$ cat src/rtl/pid_calc_if.sv
// Bundle between the attitude-error stage, the PID output stage and the motor mixer.
// The master drives the strobe, the errors and the gains. The slave returns the corrections and status.
interface pid_calc_if;
  logic                pid_en;
  logic signed [15:0]  pitch_error;
  logic signed [15:0]  roll_error;
  logic signed [15:0]  yaw_error;
  logic signed [15:0]  i_pitch_error;
  logic signed [15:0]  i_roll_error;
  logic signed [15:0]  i_yaw_error;
  logic signed [15:0]  d_pitch_error;
  logic signed [15:0]  d_roll_error;
  logic signed [15:0]  d_yaw_error;
  logic signed [15:0]  kp_pr;
  logic signed [15:0]  ki_pr;
  logic signed [15:0]  kd_pr;
  logic signed [15:0]  kp_yaw;
  logic signed [15:0]  ki_yaw;
  logic signed [15:0]  kd_yaw;
  logic signed [15:0]  pitch_out;
  logic signed [15:0]  roll_out;
  logic signed [15:0]  yaw_out;
  logic                pid_busy;
  logic                pid_done;

  modport master (
    output pid_en,
    output pitch_error, roll_error, yaw_error,
    output i_pitch_error, i_roll_error, i_yaw_error,
    output d_pitch_error, d_roll_error, d_yaw_error,
    output kp_pr, ki_pr, kd_pr, kp_yaw, ki_yaw, kd_yaw,
    input  pitch_out, roll_out, yaw_out, pid_busy, pid_done
  );

  modport slave (
    input  pid_en,
    input  pitch_error, roll_error, yaw_error,
    input  i_pitch_error, i_roll_error, i_yaw_error,
    input  d_pitch_error, d_roll_error, d_yaw_error,
    input  kp_pr, ki_pr, kd_pr, kp_yaw, ki_yaw, kd_yaw,
    output pitch_out, roll_out, yaw_out, pid_busy, pid_done
  );
endinterface

$ cat src/rtl/pid_calc.sv
// PID output stage. One shared signed 16x16 multiplier accumulates Kp*e + Ki*ie + Kd*de per axis over nine cycles.
// Each axis sum is floor-scaled by SHIFT, clamped to +/-OUT_LIMIT, and all three outputs are published together.
module pid_calc #(
  parameter int SHIFT     = 8,
  parameter int OUT_LIMIT = 10000
) (
  input logic       clk,
  input logic       rst_n,
  pid_calc_if.slave pid
);

  localparam int DATA_W = 16;
  localparam int COEF_W = 16;
  localparam int PROD_W = DATA_W + COEF_W;
  localparam int ACC_W  = PROD_W + 2;
  localparam logic signed [ACC_W-1:0] LIM_HI = ACC_W'(OUT_LIMIT);
  localparam logic signed [ACC_W-1:0] LIM_LO = -LIM_HI;

  typedef enum logic [1:0] {S_IDLE, S_MAC, S_DONE} state_t;

  state_t state_q, state_d;
  logic [3:0] idx_q;
  logic signed [ACC_W-1:0] acc_p1;

  logic signed [DATA_W-1:0] pe_h, re_h, ye_h, pi_h, ri_h, yi_h, pd_h, rd_h, yd_h;
  logic signed [COEF_W-1:0] kp_pr_h, ki_pr_h, kd_pr_h, kp_yaw_h, ki_yaw_h, kd_yaw_h;

  logic signed [DATA_W-1:0] op_e_p0;
  logic signed [COEF_W-1:0] op_k_p0;
  logic signed [PROD_W-1:0] prod_p0;
  logic signed [ACC_W-1:0]  sum_p0;
  logic signed [DATA_W-1:0] axis_res_p0;
  logic first_of_axis, last_of_axis, start;

  logic signed [DATA_W-1:0] sh_pitch, sh_roll, sh_yaw;

  function automatic logic signed [ACC_W-1:0] scale_floor(input logic signed [ACC_W-1:0] v);
    return v >>> SHIFT;
  endfunction

  function automatic logic signed [DATA_W-1:0] sat_out(input logic signed [ACC_W-1:0] v);
    if (v > LIM_HI) return DATA_W'(LIM_HI);
    if (v < LIM_LO) return DATA_W'(LIM_LO);
    return v[DATA_W-1:0];
  endfunction

  assign start         = (state_q == S_IDLE) && pid.pid_en;
  assign first_of_axis = (idx_q == 4'd0) || (idx_q == 4'd3) || (idx_q == 4'd6);
  assign last_of_axis  = (idx_q == 4'd2) || (idx_q == 4'd5) || (idx_q == 4'd8);

  always_ff @(posedge clk) begin
    if (!rst_n) state_q <= S_IDLE;
    else        state_q <= state_d;
  end

  always_comb begin
    state_d = state_q;
    case (state_q)
      S_IDLE:  if (pid.pid_en) state_d = S_MAC;
      S_MAC:   if (idx_q == 4'd8) state_d = S_DONE;
      S_DONE:  state_d = S_IDLE;
      default: state_d = S_IDLE;
    endcase
  end

  assign pid.pid_busy = (state_q != S_IDLE);
  assign pid.pid_done = (state_q == S_DONE);

  // Holding registers: captured only on an accepted strobe, so upstream may move freely during MAC
  always_ff @(posedge clk) begin
    if (start) begin
      pe_h     <= pid.pitch_error;
      re_h     <= pid.roll_error;
      ye_h     <= pid.yaw_error;
      pi_h     <= pid.i_pitch_error;
      ri_h     <= pid.i_roll_error;
      yi_h     <= pid.i_yaw_error;
      pd_h     <= pid.d_pitch_error;
      rd_h     <= pid.d_roll_error;
      yd_h     <= pid.d_yaw_error;
      kp_pr_h  <= pid.kp_pr;
      ki_pr_h  <= pid.ki_pr;
      kd_pr_h  <= pid.kd_pr;
      kp_yaw_h <= pid.kp_yaw;
      ki_yaw_h <= pid.ki_yaw;
      kd_yaw_h <= pid.kd_yaw;
    end
  end

  // Stage p0: operand select, shared multiplier, axis accumulate and finalise
  always_comb begin
    op_e_p0 = '0;
    op_k_p0 = '0;
    case (idx_q)
      4'd0:    begin op_e_p0 = pe_h; op_k_p0 = kp_pr_h;  end
      4'd1:    begin op_e_p0 = pi_h; op_k_p0 = ki_pr_h;  end
      4'd2:    begin op_e_p0 = pd_h; op_k_p0 = kd_pr_h;  end
      4'd3:    begin op_e_p0 = re_h; op_k_p0 = kp_pr_h;  end
      4'd4:    begin op_e_p0 = ri_h; op_k_p0 = ki_pr_h;  end
      4'd5:    begin op_e_p0 = rd_h; op_k_p0 = kd_pr_h;  end
      4'd6:    begin op_e_p0 = ye_h; op_k_p0 = kp_yaw_h; end
      4'd7:    begin op_e_p0 = yi_h; op_k_p0 = ki_yaw_h; end
      4'd8:    begin op_e_p0 = yd_h; op_k_p0 = kd_yaw_h; end
      default: begin op_e_p0 = '0;   op_k_p0 = '0;       end
    endcase
  end

  assign prod_p0     = PROD_W'(op_e_p0) * PROD_W'(op_k_p0);
  assign sum_p0      = (first_of_axis ? '0 : acc_p1) + ACC_W'(prod_p0);
  assign axis_res_p0 = sat_out(scale_floor(sum_p0));

  // Stage p1: accumulator, shadows, and the simultaneous publish of all three axes
  always_ff @(posedge clk) begin
    if (!rst_n) begin
      idx_q         <= '0;
      acc_p1        <= '0;
      sh_pitch      <= '0;
      sh_roll       <= '0;
      sh_yaw        <= '0;
      pid.pitch_out <= '0;
      pid.roll_out  <= '0;
      pid.yaw_out   <= '0;
    end else if (start) begin
      idx_q  <= '0;
      acc_p1 <= '0;
    end else if (state_q == S_MAC) begin
      idx_q  <= idx_q + 4'd1;
      acc_p1 <= sum_p0;
      if (last_of_axis) begin
        case (idx_q)
          4'd2: sh_pitch <= axis_res_p0;
          4'd5: sh_roll  <= axis_res_p0;
          default: begin
            sh_yaw        <= axis_res_p0;
            pid.pitch_out <= sh_pitch;
            pid.roll_out  <= sh_roll;
            pid.yaw_out   <= axis_res_p0;
          end
        endcase
      end
    end
  end

endmodule

$ cat src/flat_wrapper.sv
// flat-port wrapper written by rule: the top's interface ports become plain ports
module pid_calc_flat 
#(
  parameter int SHIFT     = 8,
  parameter int OUT_LIMIT = 10000
)
  (clk, rst_n, pid_pid_en, pid_pitch_error, pid_roll_error, pid_yaw_error, pid_i_pitch_error, pid_i_roll_error, pid_i_yaw_error, pid_d_pitch_error, pid_d_roll_error, pid_d_yaw_error, pid_kp_pr, pid_ki_pr, pid_kd_pr, pid_kp_yaw, pid_ki_yaw, pid_kd_yaw, pid_pitch_out, pid_roll_out, pid_yaw_out, pid_pid_busy, pid_pid_done);
  pid_calc_if pid_i ();
  input logic clk;
  input logic rst_n;
  input wire logic [$bits(pid_i.pid_en)-1:0] pid_pid_en;
  input wire logic [$bits(pid_i.pitch_error)-1:0] pid_pitch_error;
  input wire logic [$bits(pid_i.roll_error)-1:0] pid_roll_error;
  input wire logic [$bits(pid_i.yaw_error)-1:0] pid_yaw_error;
  input wire logic [$bits(pid_i.i_pitch_error)-1:0] pid_i_pitch_error;
  input wire logic [$bits(pid_i.i_roll_error)-1:0] pid_i_roll_error;
  input wire logic [$bits(pid_i.i_yaw_error)-1:0] pid_i_yaw_error;
  input wire logic [$bits(pid_i.d_pitch_error)-1:0] pid_d_pitch_error;
  input wire logic [$bits(pid_i.d_roll_error)-1:0] pid_d_roll_error;
  input wire logic [$bits(pid_i.d_yaw_error)-1:0] pid_d_yaw_error;
  input wire logic [$bits(pid_i.kp_pr)-1:0] pid_kp_pr;
  input wire logic [$bits(pid_i.ki_pr)-1:0] pid_ki_pr;
  input wire logic [$bits(pid_i.kd_pr)-1:0] pid_kd_pr;
  input wire logic [$bits(pid_i.kp_yaw)-1:0] pid_kp_yaw;
  input wire logic [$bits(pid_i.ki_yaw)-1:0] pid_ki_yaw;
  input wire logic [$bits(pid_i.kd_yaw)-1:0] pid_kd_yaw;
  output wire logic [$bits(pid_i.pitch_out)-1:0] pid_pitch_out;
  output wire logic [$bits(pid_i.roll_out)-1:0] pid_roll_out;
  output wire logic [$bits(pid_i.yaw_out)-1:0] pid_yaw_out;
  output wire logic [$bits(pid_i.pid_busy)-1:0] pid_pid_busy;
  output wire logic [$bits(pid_i.pid_done)-1:0] pid_pid_done;
  assign pid_i.pid_en = pid_pid_en;
  assign pid_i.pitch_error = pid_pitch_error;
  assign pid_i.roll_error = pid_roll_error;
  assign pid_i.yaw_error = pid_yaw_error;
  assign pid_i.i_pitch_error = pid_i_pitch_error;
  assign pid_i.i_roll_error = pid_i_roll_error;
  assign pid_i.i_yaw_error = pid_i_yaw_error;
  assign pid_i.d_pitch_error = pid_d_pitch_error;
  assign pid_i.d_roll_error = pid_d_roll_error;
  assign pid_i.d_yaw_error = pid_d_yaw_error;
  assign pid_i.kp_pr = pid_kp_pr;
  assign pid_i.ki_pr = pid_ki_pr;
  assign pid_i.kd_pr = pid_kd_pr;
  assign pid_i.kp_yaw = pid_kp_yaw;
  assign pid_i.ki_yaw = pid_ki_yaw;
  assign pid_i.kd_yaw = pid_kd_yaw;
  assign pid_pitch_out = pid_i.pitch_out;
  assign pid_roll_out = pid_i.roll_out;
  assign pid_yaw_out = pid_i.yaw_out;
  assign pid_pid_busy = pid_i.pid_busy;
  assign pid_pid_done = pid_i.pid_done;
  pid_calc #(.SHIFT(SHIFT), .OUT_LIMIT(OUT_LIMIT)) u_core (.clk(clk), .rst_n(rst_n), .pid(pid_i));
endmodule
$ cat config.mk
export PLATFORM = sky130hd
export DESIGN_NAME = pid_calc_flat
export DESIGN_NICKNAME = d
export VERILOG_FILES = /design/src/rtl/pid_calc_if.sv /design/src/rtl/pid_calc.sv /design/src/flat_wrapper.sv
export SDC_FILE = /design/constraint.sdc
export NUM_CORES = 1
export LEC_CHECK = 0
export ABC_AREA = 1
export CORE_MARGIN = 5
export CORE_UTILIZATION = 55
export DETAILED_ROUTE_END_ITERATION = 10
export GPL_TIMING_DRIVEN = 0
export PLACE_DENSITY = 0.86
export SYNTH_ARGS = -nofsm -noshare
export SYNTH_HDL_FRONTEND = slang
export SYNTH_SLANG_ARGS = --single-unit
$ cat constraint.sdc
create_clock -name clk -period 17.89 [get_ports clk]
set_input_delay 1.789 -clock clk [delete_from_list [all_inputs] [get_ports clk]]
set_output_delay 1.789 -clock clk [all_outputs]
set_load 0.01 [all_outputs]
==> metrics.md <==
| Metric | Value |
|---|---|
| Syn Nets | 3,543 |
| Most frequent cells after synthesis | inv_1 (610), nand2_1 (556), nor2_1 (364) |
| Post-CTS Hold Fix Bufs | 0 |
| DRT iter0 DRCs | 1,972 |
| Synth Flop Type | edfxtp_1 |
| GRT Resource Usage Total | 28.3% |
| Remaining global-route overflow | 0 |
| FF+latch count, synth | 360 |
| Sequential Area | 0.00961 mm2 |
| Worst-Margin Slew | 1.14 ns |
| Die height | 227 um |
| Worst hold-check path type | flip-flop to flip-flop |
| Slowest cell delay on critical path | 0.81 ns |
| # IOs | 293 |
| Min-delay src | u_core.acc_p1[1] |
| Post-synthesis cell count | 2,918 |
| Worst path required time | 18.37 ns |
| Clock Root Buffer | clkbuf_16 |
| Clock Latency Late Sink | 0.56 ns |
| Max Buffers Root-to-Sink | 3 |
| Worst EP arrival | 12.20 ns |
| DRC errors left | 0 |
| Syn_area_per_cell | 8.91 um2 |
| Final Util | 66.5% |
| DIE WIDTH | 227 um |
| Dpl cells | 3,821 |
| Synth top area share | 27.7% |
| Final wirelength | 73,300 um |
| CTS Buf Count | 38 |
| Largest cells by area after synthesis | edfxtp_1 (28%), fa_1 (20%), dfxtp_1 (9.2%) |
| Filler instances | 3,539 |
| Share of cells above drive strength 1 | 4.26% |
| Final nets | 3,879 |
| Clock sinks | 360 |
| Post-synth ARST share | 0% |
| Cell mode on critical path | nand2_1 |
| Worst Setup SP | u_core.idx_q[0] |
| Starting Density | 55.7% |
| Core outline area | 0.0467 mm2 |
| Crit-path slowest cell | nor3_2 |
| Global-route wire length before repair | 114,000 um |
| H-tree depth | 2 |
| Largest net degree at the start of global routing | 138 |
| Worst Setup End Kind | flip-flop |
| Multi-input logic area | 0.0137 mm2 |
| Final setup fails | 0 |
| Ys Warns | 0 |
| Cell taking the most area after synthesis | edfxtp_1 |
| Detailed Place HPWL | 57,200 um |
| Mapped cell area | 0.0260 mm2 |
| Setup TNS | 0 ns |
| Unrepaired setup endpoints after global routing | no |
| Antenna-violating nets left | 0 |
| Synth cell types | 48 |
| Most flop-heavy register | u_core.acc_p1 |
| Vias in the first global route | 21,589 |
| Initial antenna violation count | 3 |
| Relative slew slack | 23.5% |
| Vias per cell | 5.47 |
| Status | finished, final reports clean |
| GPL Wtd Cong | 0.980 |
| Pins Over Slew Limit | 0 |
| Max-cap viol count | 0 |
| Tmin final | 11.72 ns |
| Sequential-to-total area share from yosys stat | 37.0% |
| Post-route insts no fill | 3,893 |
| Most frequent cell after synthesis | inv_1 |
| Die area | 0.0517 mm2 |
| Clk pin slew, worst setup/hold paths | 0.06 ns |
| CTS tree | done |
| Fmax | 85.3 MHz |
| Max FFs per register | 34 |
| Worst r2r src | u_core.idx_q[0] |
| Via count | 21,310 |
| Area growth from synthesis to layout | 19.3% |
| Final hold vios | 0 |
| EDFF count, synth | 240 |
| Clock skew | 0.0335 ns |
| Critical path peak fanout | 10 |
| Row Count | 79 |
| Avg WL per Cell | 18.8 um |
| PortBufs | 292 |
| Crit start category | flip-flop |
| Final Cycle Share | 65.5% |
| # resized after CTS | 0 |
| Post-CTS Repair Setup Buffers | 0 |
| CP Class | flip-flop to flip-flop |
| TritonRoute pass-1 iters | 6 |
-- cell families after synthesis --
kind of cell	Yosys count	share of synthesized area, %
xor+xnor	46	1.72
buf+inv	704	10.3
compound gates	320	7.38
flops	360	37.0
fa+ha+maj	382	26.0
simple gates	1106	17.7
-- cell type report --
class                   count  share of cell area [%]
repair buffers            296                    9.60
clock buffers              53                    3.45
well taps                 607                    2.45
plain buffers              78                    1.04
flip-flops and latches    360                    31.0
clock inverters            16                   0.553
diodes                      3                  0.0242
inverters                 626                    7.60
multi-input cells        1854                    44.3
-- layer usage --
| layer | GRT usage [%] | wire length (um) |
|---|---|---|
| met2 | 46.8 | 34600 |
| met4 | 10.9 | 3160 |
| met5 | 0 | 0 |
| met3 | 7.13 | 7560 |
| met1 | 36.3 | 28000 |
-- cell usage in the layout (no fill, tap or decap), types with 7 or more instances in the layout --
cell / Yosys / layout
ha_1: 119 / 119
clkinv_1: 9 / 12
xnor2_1: 17 / 17
a21oi_1: 125 / 125
fa_1: 263 / 263
dfxtp_1: 120 / 120
clkbuf_1: 67 / 74
inv_1: 610 / 609
o211ai_1: 12 / 12
nor3_1: 21 / 17
xor2_1: 26 / 26
nand2_1: 556 / 556
nand3_1: 70 / 70
nor2_1: 364 / 364
a21oi_2: 15 / 15
clkbuf_16: 0 / 38
o21ai_0: 98 / 98
inv_2: 7 / 7
nor3_2: 6 / 10
nand4_1: 41 / 41
nand2_2: 16 / 16
clkdlybuf4s50_1: 0 / 292
edfxtp_1: 240 / 240
a22o_1: 45 / 45
-- final timing paths --
path | end | cells past startpoint | slack [ns]
worst max-delay path | u_core.sh_roll[3] | 49 | 6.17
worst min-delay path | u_core.acc_p1[1] | 2 | 0.47
worst max register to register | u_core.sh_roll[3] | 49 | 6.17
worst min register to register | u_core.acc_p1[1] | 2 | 0.47
-- worst max-delay path, delay by kind of cell, from the launching register on --
family                     cells  cell delay [ns]
adders and majority gates      9             3.87
and+or+nand+nor               20             3.18
AOI/OAI and AO/OA             10             2.45
buffers and inverters         10             1.72
DFF                            1             0.39
-- through the flow --
stage	setup slack [ns]	cell area (um2)	hold slack, ns
2_1_floorplan	8.84	26000	0.445
3_3_place_gp	5.98	29700	0.453
3_5_place_dp	6.30	29800	0.456
4_1_cts	6.12	31000	0.465
5_1_grt	5.49	31000	0.501
6_report	6.17	31000	0.470
Power is not shown: default switching activity piles up to over one toggle a cycle in this logic, so the estimate is an artifact.
